`config.mk`:
```
export PLATFORM = sky130hd
export DESIGN_NAME = game_ctl
export DESIGN_NICKNAME = d
export VERILOG_FILES = /design/src/rtl/game_pkg.sv /design/src/rtl/game_ctl_reveal_timer.sv /design/src/rtl/game_ctl.sv
export SDC_FILE = /design/constraint.sdc
export NUM_CORES = 1
export LEC_CHECK = 0
export CORE_ASPECT_RATIO = 0.9
export CORE_MARGIN = 3
export CORE_UTILIZATION = 55
export CTS_CLUSTER_DIAMETER = 150
export DETAILED_ROUTE_END_ITERATION = 12
export DONT_BUFFER_PORTS = 1
export HOLD_SLACK_MARGIN = 0.12
export PLACE_DENSITY = 0.73
export SLEW_MARGIN = 20
export SYNTH_ARGS = -nofsm -noshare
export SYNTH_HDL_FRONTEND = slang
export SYNTH_SLANG_ARGS = --single-unit
```
`constraint.sdc`:
```
create_clock -name clk -period 3.6 [get_ports clk]
set_input_delay 1.08 -clock clk [delete_from_list [all_inputs] [get_ports clk]]
set_output_delay 1.08 -clock clk [all_outputs]
set_load 0.1 [all_outputs]
```
`src/rtl/game_pkg.sv`:
```
// Shared constants for the Memory Game controller: card-state codes and FSM state encoding.
package game_pkg;

  localparam int CARD_STATE_W = 2;

  localparam logic [CARD_STATE_W-1:0] HIDDEN  = 2'b00;
  localparam logic [CARD_STATE_W-1:0] SHOWN   = 2'b01;
  localparam logic [CARD_STATE_W-1:0] MATCHED = 2'b10;

  localparam int STATE_W = 5;

  localparam logic [STATE_W-1:0] S_IDLE    = 5'd0;
  localparam logic [STATE_W-1:0] S_COMPUTE = 5'd1;
  localparam logic [STATE_W-1:0] S_REFRESH = 5'd2;
  localparam logic [STATE_W-1:0] S_WAIT1   = 5'd3;
  localparam logic [STATE_W-1:0] S_FETCH1  = 5'd4;
  localparam logic [STATE_W-1:0] S_SHOW1   = 5'd5;
  localparam logic [STATE_W-1:0] S_WAIT2   = 5'd6;
  localparam logic [STATE_W-1:0] S_FETCH2  = 5'd7;
  localparam logic [STATE_W-1:0] S_SHOW2   = 5'd8;
  localparam logic [STATE_W-1:0] S_COMPARE = 5'd9;
  localparam logic [STATE_W-1:0] S_HOLD    = 5'd10;
  localparam logic [STATE_W-1:0] S_HIDE_A  = 5'd11;
  localparam logic [STATE_W-1:0] S_HIDE_B  = 5'd12;
  localparam logic [STATE_W-1:0] S_MATCH_A = 5'd13;
  localparam logic [STATE_W-1:0] S_MATCH_B = 5'd14;
  localparam logic [STATE_W-1:0] S_NEXT    = 5'd15;
  localparam logic [STATE_W-1:0] S_END     = 5'd16;

endpackage

```
`src/rtl/game_ctl_reveal_timer.sv`:
```
// One-shot delay: `done` pulses exactly CYCLES cycles after the cycle in which `start` is high.
module reveal_timer #(
  parameter int CYCLES = 8
) (
  input  logic clk,
  input  logic rst,
  input  logic start,
  output logic done
);

  localparam int CW = $clog2(CYCLES);

  logic [CW-1:0] cnt_q, cnt_d;
  logic          busy_q, busy_d;
  logic          done_q, done_d;

  // Countdown; done is registered so it lands on the CYCLES-th cycle after start.
  always_comb begin
    cnt_d  = cnt_q;
    busy_d = busy_q;
    done_d = 1'b0;
    if (start) begin
      cnt_d  = CW'(CYCLES - 1);
      busy_d = 1'b1;
    end else if (busy_q) begin
      if (cnt_q == CW'(1)) begin
        busy_d = 1'b0;
        done_d = 1'b1;
        cnt_d  = {CW{1'b0}};
      end else begin
        cnt_d = cnt_q - CW'(1);
      end
    end else begin
      cnt_d = cnt_q;
    end
  end

  always_ff @(posedge clk) begin
    if (rst) begin
      cnt_q  <= {CW{1'b0}};
      busy_q <= 1'b0;
      done_q <= 1'b0;
    end else begin
      cnt_q  <= cnt_d;
      busy_q <= busy_d;
      done_q <= done_d;
    end
  end

  assign done = done_q;

endmodule

```
`src/rtl/game_ctl.sv`:
```
// Memory Game round sequencer with card count, turn rotation and timed mismatch reveal.
// Define GAME_CTL_MULTIPLAYER_EN for N-player rotation; otherwise a single player is assumed.
module game_ctl
  import game_pkg::*;
#(
  parameter int N_CARDS       = 16,
  parameter int N_PLAYERS     = 2,
  parameter int COLOR_W       = 12,
  parameter int REVEAL_CYCLES = 65_000_000,
  localparam int AW = $clog2(N_CARDS),
  localparam int PW = (N_PLAYERS > 1) ? $clog2(N_PLAYERS) : 1,
  localparam int SW = $clog2(N_CARDS / 2 + 1)
) (
  input  logic                    clk,
  input  logic                    rst,
  input  logic                    start_pressed,
  input  logic                    restart,
  input  logic                    compute_done,
  input  logic                    card_pressed,
  input  logic [AW-1:0]           card_addr,
  input  logic [COLOR_W-1:0]      card_color,
  output logic                    start_butt_en,
  output logic                    compute_colors_en,
  output logic                    wait_for_click_en,
  output logic                    end_screen_en,
  output logic                    update_cards_en,
  output logic                    write_card_en,
  output logic [AW-1:0]           write_card_addr,
  output logic [1:0]              write_card_state,
  output logic                    stopwatch_en,
  output logic                    stopwatch_disable,
  output logic [PW-1:0]           active_player,
  output logic [N_PLAYERS*SW-1:0] scores,
  output logic [SW-1:0]           pairs_left
);

  logic [STATE_W-1:0] state_q, state_d;
  logic [AW-1:0]      card_a_q, card_a_d, card_b_q, card_b_d;
  logic [COLOR_W-1:0] col_a_q, col_a_d, col_b_q, col_b_d;
  logic [SW-1:0]      pairs_left_q, pairs_left_d;
  logic               score_clr_s, score_inc_s;
  logic               timer_start_s, timer_done_s;

  logic start_butt_en_q, start_butt_en_d;
  logic compute_colors_en_q, compute_colors_en_d;
  logic wait_for_click_en_q, wait_for_click_en_d;
  logic end_screen_en_q, end_screen_en_d;
  logic update_cards_en_q, update_cards_en_d;
  logic write_card_en_q, write_card_en_d;
  logic [AW-1:0] write_card_addr_q, write_card_addr_d;
  logic [CARD_STATE_W-1:0] write_card_state_q, write_card_state_d;
  logic stopwatch_en_q, stopwatch_en_d;
  logic stopwatch_disable_q, stopwatch_disable_d;

  reveal_timer #(.CYCLES(REVEAL_CYCLES)) u_reveal_timer (
    .clk   (clk),
    .rst   (rst),
    .start (timer_start_s),
    .done  (timer_done_s)
  );

  // Round sequencing; inputs outside their listed states are simply not looked at.
  always_comb begin
    state_d       = state_q;
    card_a_d      = card_a_q;
    card_b_d      = card_b_q;
    col_a_d       = col_a_q;
    col_b_d       = col_b_q;
    pairs_left_d  = pairs_left_q;
    score_clr_s   = 1'b0;
    score_inc_s   = 1'b0;
    timer_start_s = 1'b0;
    case (state_q)
      S_IDLE: begin
        if (start_pressed) begin
          state_d      = S_COMPUTE;
          score_clr_s  = 1'b1;
          pairs_left_d = SW'(N_CARDS / 2);
        end else begin
          state_d = S_IDLE;
        end
      end
      S_COMPUTE: begin
        if (compute_done) state_d = S_REFRESH;
        else              state_d = S_COMPUTE;
      end
      S_REFRESH: state_d = S_WAIT1;
      S_WAIT1: begin
        if (card_pressed) begin
          card_a_d = card_addr;
          state_d  = S_FETCH1;
        end else begin
          state_d = S_WAIT1;
        end
      end
      S_FETCH1: begin
        col_a_d = card_color;
        state_d = S_SHOW1;
      end
      S_SHOW1: state_d = S_WAIT2;
      S_WAIT2: begin
        // Re-clicking the first card cannot form a pair.
        if (card_pressed && (card_addr != card_a_q)) begin
          card_b_d = card_addr;
          state_d  = S_FETCH2;
        end else begin
          state_d = S_WAIT2;
        end
      end
      S_FETCH2: begin
        col_b_d = card_color;
        state_d = S_SHOW2;
      end
      S_SHOW2: state_d = S_COMPARE;
      S_COMPARE: begin
        if (col_a_q == col_b_q) begin
          state_d = S_MATCH_A;
        end else begin
          state_d       = S_HOLD;
          timer_start_s = 1'b1;
        end
      end
      S_HOLD: begin
        if (timer_done_s) state_d = S_HIDE_A;
        else              state_d = S_HOLD;
      end
      S_HIDE_A:  state_d = S_HIDE_B;
      S_HIDE_B:  state_d = S_NEXT;
      S_MATCH_A: state_d = S_MATCH_B;
      S_MATCH_B: begin
        score_inc_s  = 1'b1;
        pairs_left_d = pairs_left_q - SW'(1);
        state_d      = S_NEXT;
      end
      S_NEXT: begin
        if (pairs_left_q == {SW{1'b0}}) state_d = S_END;
        else                            state_d = S_WAIT1;
      end
      S_END: begin
        if (restart) begin
          state_d     = S_IDLE;
          score_clr_s = 1'b1;
        end else begin
          state_d = S_END;
        end
      end
      default: state_d = S_IDLE;
    endcase
  end

  // Outputs are decoded from the next state so each one is a flop aligned with its state.
  always_comb begin
    start_butt_en_d     = (state_d == S_IDLE);
    compute_colors_en_d = (state_d == S_COMPUTE);
    wait_for_click_en_d = (state_d == S_WAIT1) || (state_d == S_WAIT2);
    end_screen_en_d     = (state_d == S_END);
    update_cards_en_d   = (state_d == S_REFRESH) || (state_d == S_NEXT) ||
                          (state_q == S_SHOW1) || (state_q == S_SHOW2);
    stopwatch_en_d      = (state_q == S_COMPUTE) && (state_d == S_REFRESH);
    stopwatch_disable_d = (state_q == S_NEXT) && (state_d == S_END);
    write_card_en_d     = 1'b1;
    write_card_addr_d   = card_a_q;
    write_card_state_d  = HIDDEN;
    case (state_d)
      S_SHOW1:   write_card_state_d = SHOWN;
      S_SHOW2: begin
        write_card_addr_d  = card_b_q;
        write_card_state_d = SHOWN;
      end
      S_MATCH_A: write_card_state_d = MATCHED;
      S_MATCH_B: begin
        write_card_addr_d  = card_b_q;
        write_card_state_d = MATCHED;
      end
      S_HIDE_A:  write_card_state_d = HIDDEN;
      S_HIDE_B:  write_card_addr_d  = card_b_q;
      default: begin
        write_card_en_d   = 1'b0;
        write_card_addr_d = {AW{1'b0}};
      end
    endcase
  end

  always_ff @(posedge clk) begin
    if (rst) begin
      state_q             <= S_IDLE;
      card_a_q            <= {AW{1'b0}};
      card_b_q            <= {AW{1'b0}};
      col_a_q             <= {COLOR_W{1'b0}};
      col_b_q             <= {COLOR_W{1'b0}};
      pairs_left_q        <= {SW{1'b0}};
      start_butt_en_q     <= 1'b0;
      compute_colors_en_q <= 1'b0;
      wait_for_click_en_q <= 1'b0;
      end_screen_en_q     <= 1'b0;
      update_cards_en_q   <= 1'b0;
      write_card_en_q     <= 1'b0;
      write_card_addr_q   <= {AW{1'b0}};
      write_card_state_q  <= HIDDEN;
      stopwatch_en_q      <= 1'b0;
      stopwatch_disable_q <= 1'b0;
    end else begin
      state_q             <= state_d;
      card_a_q            <= card_a_d;
      card_b_q            <= card_b_d;
      col_a_q             <= col_a_d;
      col_b_q             <= col_b_d;
      pairs_left_q        <= pairs_left_d;
      start_butt_en_q     <= start_butt_en_d;
      compute_colors_en_q <= compute_colors_en_d;
      wait_for_click_en_q <= wait_for_click_en_d;
      end_screen_en_q     <= end_screen_en_d;
      update_cards_en_q   <= update_cards_en_d;
      write_card_en_q     <= write_card_en_d;
      write_card_addr_q   <= write_card_addr_d;
      write_card_state_q  <= write_card_state_d;
      stopwatch_en_q      <= stopwatch_en_d;
      stopwatch_disable_q <= stopwatch_disable_d;
    end
  end

`ifdef GAME_CTL_MULTIPLAYER_EN
  logic [PW-1:0]           active_player_q, active_player_d;
  logic [N_PLAYERS*SW-1:0] scores_q, scores_d;
  logic                    player_adv_s;

  assign player_adv_s = (state_q == S_HIDE_B);

  // A match keeps the turn; a mismatch hands it to the next player.
  always_comb begin
    active_player_d = active_player_q;
    scores_d        = scores_q;
    if (score_clr_s) begin
      active_player_d = {PW{1'b0}};
      scores_d        = {(N_PLAYERS*SW){1'b0}};
    end else if (score_inc_s) begin
      scores_d[active_player_q*SW +: SW] = scores_q[active_player_q*SW +: SW] + SW'(1);
    end else if (player_adv_s) begin
      if (active_player_q == PW'(N_PLAYERS - 1)) active_player_d = {PW{1'b0}};
      else                                       active_player_d = active_player_q + PW'(1);
    end else begin
      active_player_d = active_player_q;
    end
  end

  always_ff @(posedge clk) begin
    if (rst) begin
      active_player_q <= {PW{1'b0}};
      scores_q        <= {(N_PLAYERS*SW){1'b0}};
    end else begin
      active_player_q <= active_player_d;
      scores_q        <= scores_d;
    end
  end

  assign active_player = active_player_q;
  assign scores        = scores_q;
`else
  logic [SW-1:0] score0_q, score0_d;

  // Single-player score: only slot 0 is ever live.
  always_comb begin
    if (score_clr_s)      score0_d = {SW{1'b0}};
    else if (score_inc_s) score0_d = score0_q + SW'(1);
    else                  score0_d = score0_q;
  end

  always_ff @(posedge clk) begin
    if (rst) score0_q <= {SW{1'b0}};
    else     score0_q <= score0_d;
  end

  assign active_player = {PW{1'b0}};
  assign scores        = (N_PLAYERS*SW)'(score0_q);
`endif

  assign start_butt_en     = start_butt_en_q;
  assign compute_colors_en = compute_colors_en_q;
  assign wait_for_click_en = wait_for_click_en_q;
  assign end_screen_en     = end_screen_en_q;
  assign update_cards_en   = update_cards_en_q;
  assign write_card_en     = write_card_en_q;
  assign write_card_addr   = write_card_addr_q;
  assign write_card_state  = write_card_state_q;
  assign stopwatch_en      = stopwatch_en_q;
  assign stopwatch_disable = stopwatch_disable_q;
  assign pairs_left        = pairs_left_q;

endmodule
```
* Word level (Yosys, flattened, before mapping)
Cells that the tools add are included.
** Cells by class
- Reductions and logical operators :: 24
- Bitwise operators :: 1
- $add $sub $neg :: 3
- Eq/ne operators :: 32
- Mux-type cells :: 27
** Operator list (count)
- $pmux W5 S16 :: 1
- $mux W26 :: 3
- $eq A5 B4 Y1 const B :: 14
- $eq A5 B3 Y1 const B :: 6
- $eq A26 B1 Y1 const B :: 1
- $sub A26 B1 Y26 const B :: 1
- $eq A5 B2 Y1 const B :: 4
- $pmux W4 S2 :: 2
- $mux W1 :: 13
- $eq A12 B12 Y1 :: 1
- $eq A5 B1 Y1 const B :: 2
- $eq A5 B5 Y1 const B :: 2
- $logic_not A5 Y1 :: 2
- $mux W5 :: 2
- $reduce_or A2 Y1 :: 5
- $reduce_or A3 Y1 :: 3
- $mux W3 :: 2
- $reduce_and A2 Y1 :: 3
- $reduce_or A6 Y1 :: 1
- $add A4 B1 Y4 const B :: 1
- $logic_not A4 Y1 :: 1
- $logic_or A1 B1 Y1 :: 4
- $mux W4 :: 1
- $ne A4 B4 Y1 :: 1
- 8 further kinds :: 11
** Storage, ports and cells
- Register bits after elaboration :: 87
- Output and inout bits :: 27

* Longest topological paths before layout
- Depth after elaboration :: 8
- Depth in mapped cells :: 8
- Mapped depth without buffers :: 8

* Hierarchy
Synthesis repeated with hierarchy kept, for this count alone.
** Second synthesis, totals
- Cell total of the unflattened synthesis :: 473
- Area total of the unflattened synthesis :: 4108.9 µm²
** By module, submodules not included
- game_ctl :: area an instance 2713.9 µm², times used 1, sequential area each 1181.1 µm², cells an instance 307
- reveal_timer :: area an instance 1395.1 µm², times used 1, sequential area each 560.5 µm², cells an instance 166

* Least setup slack after synthesis
OpenSTA, ideal clock, no wires.
- Kind :: input to register
- From :: in card_addr[1]
- To :: reg write_card_addr_q[0], in the netlist write_card_addr[0]
- Data arrival time :: 2402 ps
- Path buffers :: 0
- Cell stages on the path :: 6
- Required time :: 3509 ps
- Slack :: 1107 ps
- Path through :: xor2_1 > nor4_1 > o31ai_1 > and4bb_2 > nand4_1 > a311oi_1
** Between the ends
- Word-level cells in the longest chain between the ends :: 7
- Elaborated cells between the ends (all ways) :: 13
- Classes of those cells :: eq/ne (7); mux (3); reduce/logical (3)
** RTL lines
- start, declared :: line game_ctl.sv:20 : input logic [AW-1:0] card_addr,
- $ne A4 B4 Y1 * :: line game_ctl.sv:103 : if (card_pressed && (card_addr != card_a_q)) begin
- $logic_and A1 B1 Y1 * :: line game_ctl.sv:103
- $mux W1 * :: line game_ctl.sv:103
- $pmux W5 S16 * :: line game_ctl.sv:73 : case (state_q)
- $eq A5 B4 Y1 or $eq A5 B3 Y1 (tied branches) :: line game_ctl.sv:164 : case (state_d)
- $reduce_or A3 Y1 (no line)
- $pmux W4 S2 * :: line game_ctl.sv:164
- end signal, assigned :: line game_ctl.sv:198 : write_card_addr_q <= {AW{1'b0}};
- end signal, assigned :: line game_ctl.sv:215 : write_card_addr_q <= write_card_addr_d;
- end, declared :: line game_ctl.sv:50 : logic [AW-1:0] write_card_addr_q, write_card_addr_d;
Mark *: on every way between the ends. The rest lies on a longest branch, timed or not.
A chain may end at the register's enable or synchronous reset.

* Worst setup path after layout
- From :: reg u_reveal_timer.cnt_q[8]
- To :: reg u_reveal_timer.cnt_q[9]
** Between the ends
- Word-level cells in the longest chain between the ends :: 4
- Elaborated cells between the ends (all ways) :: 5
- Classes of those cells :: add/sub (1); eq/ne (1); mux (3)
** RTL lines
- start, declared :: line game_ctl_reveal_timer.sv:13 : logic [CW-1:0] cnt_q, cnt_d;
- start signal, assigned :: line game_ctl_reveal_timer.sv:40 : cnt_q <= {CW{1'b0}};
- start signal, assigned :: line game_ctl_reveal_timer.sv:44 : cnt_q <= cnt_d;
- $sub A26 B1 Y26 or $eq A26 B1 Y1 (tied branches) :: line game_ctl_reveal_timer.sv:31, game_ctl_reveal_timer.sv:26
- $mux W26 * :: line game_ctl_reveal_timer.sv:26 : if (cnt_q == CW'(1)) begin
- $mux W26 * :: line game_ctl_reveal_timer.sv:25 : end else if (busy_q) begin
- $mux W26 * :: line game_ctl_reveal_timer.sv:22 : if (start) begin
Mark *: on every way between the ends. The rest lies on a longest branch, timed or not. The select of a mux whose other input is x is not followed.

==> metrics.yaml <==
status: "finished clean"
crit_family: "simple AND/OR/NAND/NOR gates"
yosysTopAreaCell: "dfxtp_1"
gp_congestion: 0.8473
crit_chain: "or4_1 > or4_1 > o31ai_4 > o21ai_0 > a21oi_1 > a21oi_1"
antenna_found_initial: 0
cp-end-kind: "flop"
grt_overflow: 0
synth_ff_type: "dfxtp_1"
cts_resized: 0
setup_slack_ns: 0.9374
syn_area_mm2: 0.004104
min_path_cells: 2
grt_max_degree: 77
ys_ff_latch: 87
rsz0062_at_grt: "false"
synth_edf_count: 0
cts_root_buf: "clkbuf_8"
cts_setup_buffers: 0
ff2ff_path_depth: 6
clk_pin_slew_ns: 0.09
die_w_um: 97.06
critPathSlowestCell: "o31ai_4"
first_pass_iters: 5
holdPathEnd: "col_a_q[5]$_SDFFE_PP0P_"
ys_types: 54
tightest_slew_ns: 1.048
drt_iter0_drc: 292
max_slew_margin_pct: 30.07
reg2reg_to: "u_reveal_timer.cnt_q[9]$_SDFFE_PP0P_"
wl_per_cell_um: 14.59
syn_inst: 493
placed_area_mm2: 0.004136
critical_path.startpoint_type: "flop"
boundaryPins: 49
min_from: "col_a_q[5]$_SDFFE_PP0P_"
peakVddDrop_mv: 0.2370
r2r_slack_ns: 0.94
io_buffers: 0
grt_pass1_vias: 2973
htreeDepth: 3
critPathMaxFanout: 13
cts_sinks: 87
fin_skew_ns: 0.01046
via_count: 3453
yosysWarnings: 0
slew_viol_final: 0
final_common_cell: "dfxtp_1"
pre_cts_slack_ns: 0.8746
maxCapViolCount: 0
synth.area.top_cells: "dfxtp_1 42%, nor2_1 6.1%, xor2_1 5.8%, a21oi_1 5.6%, mux2i_1 5.1%"
crit_buf_inv: 0
finalCritPeriodShare_pct: 73.96
drc_errors: 0
via_per_inst: 5.933
setup_viol: 0
seq_area_frac_synth_pct: 42.44
drive_above_1_share_pct: 6.544
syn_area_per_cell_um2: 8.324
cp.arrival_ns: 2.89
grt_usage_pct: 20.27
clk_latency_ns: 0.35
slowest_delay_ns: 0.61
min_period_ns: 2.663
worstPathRequired_ns: 3.83
power_density_mw_per_mm2: 435.1
hold_path.class: "flop to flop"
rows: 29
fin_area_mm2: 0.004323
postCtsHoldBufs: 0
place_hpwl_um: 5808
syn_to_final_growth_pct: 5.335
reg2reg_from: "u_reveal_timer.cnt_q[8]$_SDFFE_PP0P_"
async_flop_share_pct: 0
grt_pass1_wl_um: 14210
synth_top_cell_area_share_pct: 42.44
cts_tree: "yes"
p_leak_nw: 1.624
ant_nets: 0
start_util_pct: 57.41
totalWireLength_um: 8489
clock.fmax_mhz: 375.6
fp.dieArea_mm2: 0.008536
die_h_um: 87.95
worstSetupPathType: "flop to flop"
cts_buffers: 9
core_mm2: 0.007148
fin_setup_tns_ns: 0
cts_buffer_depth: 2
hold_viol: 0
final_cell_mix: "87 x dfxtp_1, 67 x nor2_1, 46 x a21oi_1, 43 x nand2_1"
nets: 510
antenna_cells: 0
[worst max path at each step]
stage	start	end	slack, ns	cells past startpoint
after floorplan	card_addr[1]	write_card_addr[0]$_SDFF_PP0_	1.11	6
after global placement	card_addr[1]	write_card_addr[3]$_SDFF_PP0_	0.93	6
after detailed placement	card_addr[1]	write_card_addr[0]$_SDFF_PP0_	0.87	6
after CTS	u_reveal_timer.cnt_q[8]$_SDFFE_PP0P_	u_reveal_timer.cnt_q[9]$_SDFFE_PP0P_	0.97	6
after global routing	u_reveal_timer.cnt_q[8]$_SDFFE_PP0P_	u_reveal_timer.cnt_q[25]$_SDFFE_PP0P_	0.74	6
final	u_reveal_timer.cnt_q[8]$_SDFFE_PP0P_	u_reveal_timer.cnt_q[9]$_SDFFE_PP0P_	0.94	6
[kinds of logic after synthesis]
logic type,synth area share (%)
simple gates,25.98
fa+ha+maj,1.220
flops,42.44
buf+inv,4.360
compound gates,14.39
other cells,0.09138
xor+xnor,6.403
mux,5.122
[per-layer routing]
metal | part of all wire, % | global-route usage (%) | up-vias
met1 | 47 | 26.83 | 1614
met4 | 2.1 | 8.929 | 0
met2 | 45 | 32.33 | 99
li1 | - | - | 1725
met3 | 5.2 | 4.299 | 15
met5 | 0 | 0 | -
[worst register-to-register path, cell delays in order, from the launching register on]
cell,delay (ns)
dfxtp_1,0.37
or4_1,0.55
or4_1,0.57
o31ai_4,0.61
o21ai_0,0.19
a21oi_1,0.18
a21oi_1,0.08
[layout make-up]
class	instances	area, um2
flip-flops and latches	87	1742
repair buffers	6	45.04
inverters	8	30.03
multi-input cells	372	2203
clock buffers	9	123.9
well taps	93	116.4
fillers	616	2825
clock inverters	7	62.56
[synthesized netlist by cell type, types with 5 or more instances]
master     n
nand2_1   43
a31oi_1    9
inv_1      8
nor3_1    16
nand2b_1   6
or3_1      6
o21ai_0   19
a21oi_1   46
nor3b_1    6
mux2i_1   21
xor2_1    27
nand4_1    6
clkbuf_1  21
nand3_1   27
nor2_1    67
buf_4      5
dfxtp_1   87
nor4_1    14
nand3b_1   5
[report_power, final]
part,internal (W),switching [W]
clock,0.000265,0.000371
combinational,0.0000523,0.000101
sequential,0.000982,0.000109
[registers in the layout, summed over array words and instances (netlist names), 2 cells and up]
name,cells
card_a_q,4
card_b_q,4
col_a_q,12
col_b_q,12
pairs_left,4
score0_q,4
state_q,5
u_reveal_timer.cnt_q,26
write_card_addr,4
write_card_state,2
[through the flow]
| stage | instances | hold slack [ns] | utilization (%) | power [W] |
|---|---|---|---|---|
| finish | 582 | 0.4648 | 60.48 | 0.001881 |
| global route | 582 | 0.4806 | 60.48 | 0.001958 |
| CTS | 582 | 0.4661 | 60.48 | 0.001902 |
| detailed placement | 566 | 0.4533 | 57.87 | 0.001265 |
| global placement | 566 | 0.4479 | 57.87 | 0.001263 |
| floorplan | 497 | 0.4478 | - | 0.001249 |
Power figures use the tool's default switching activity.
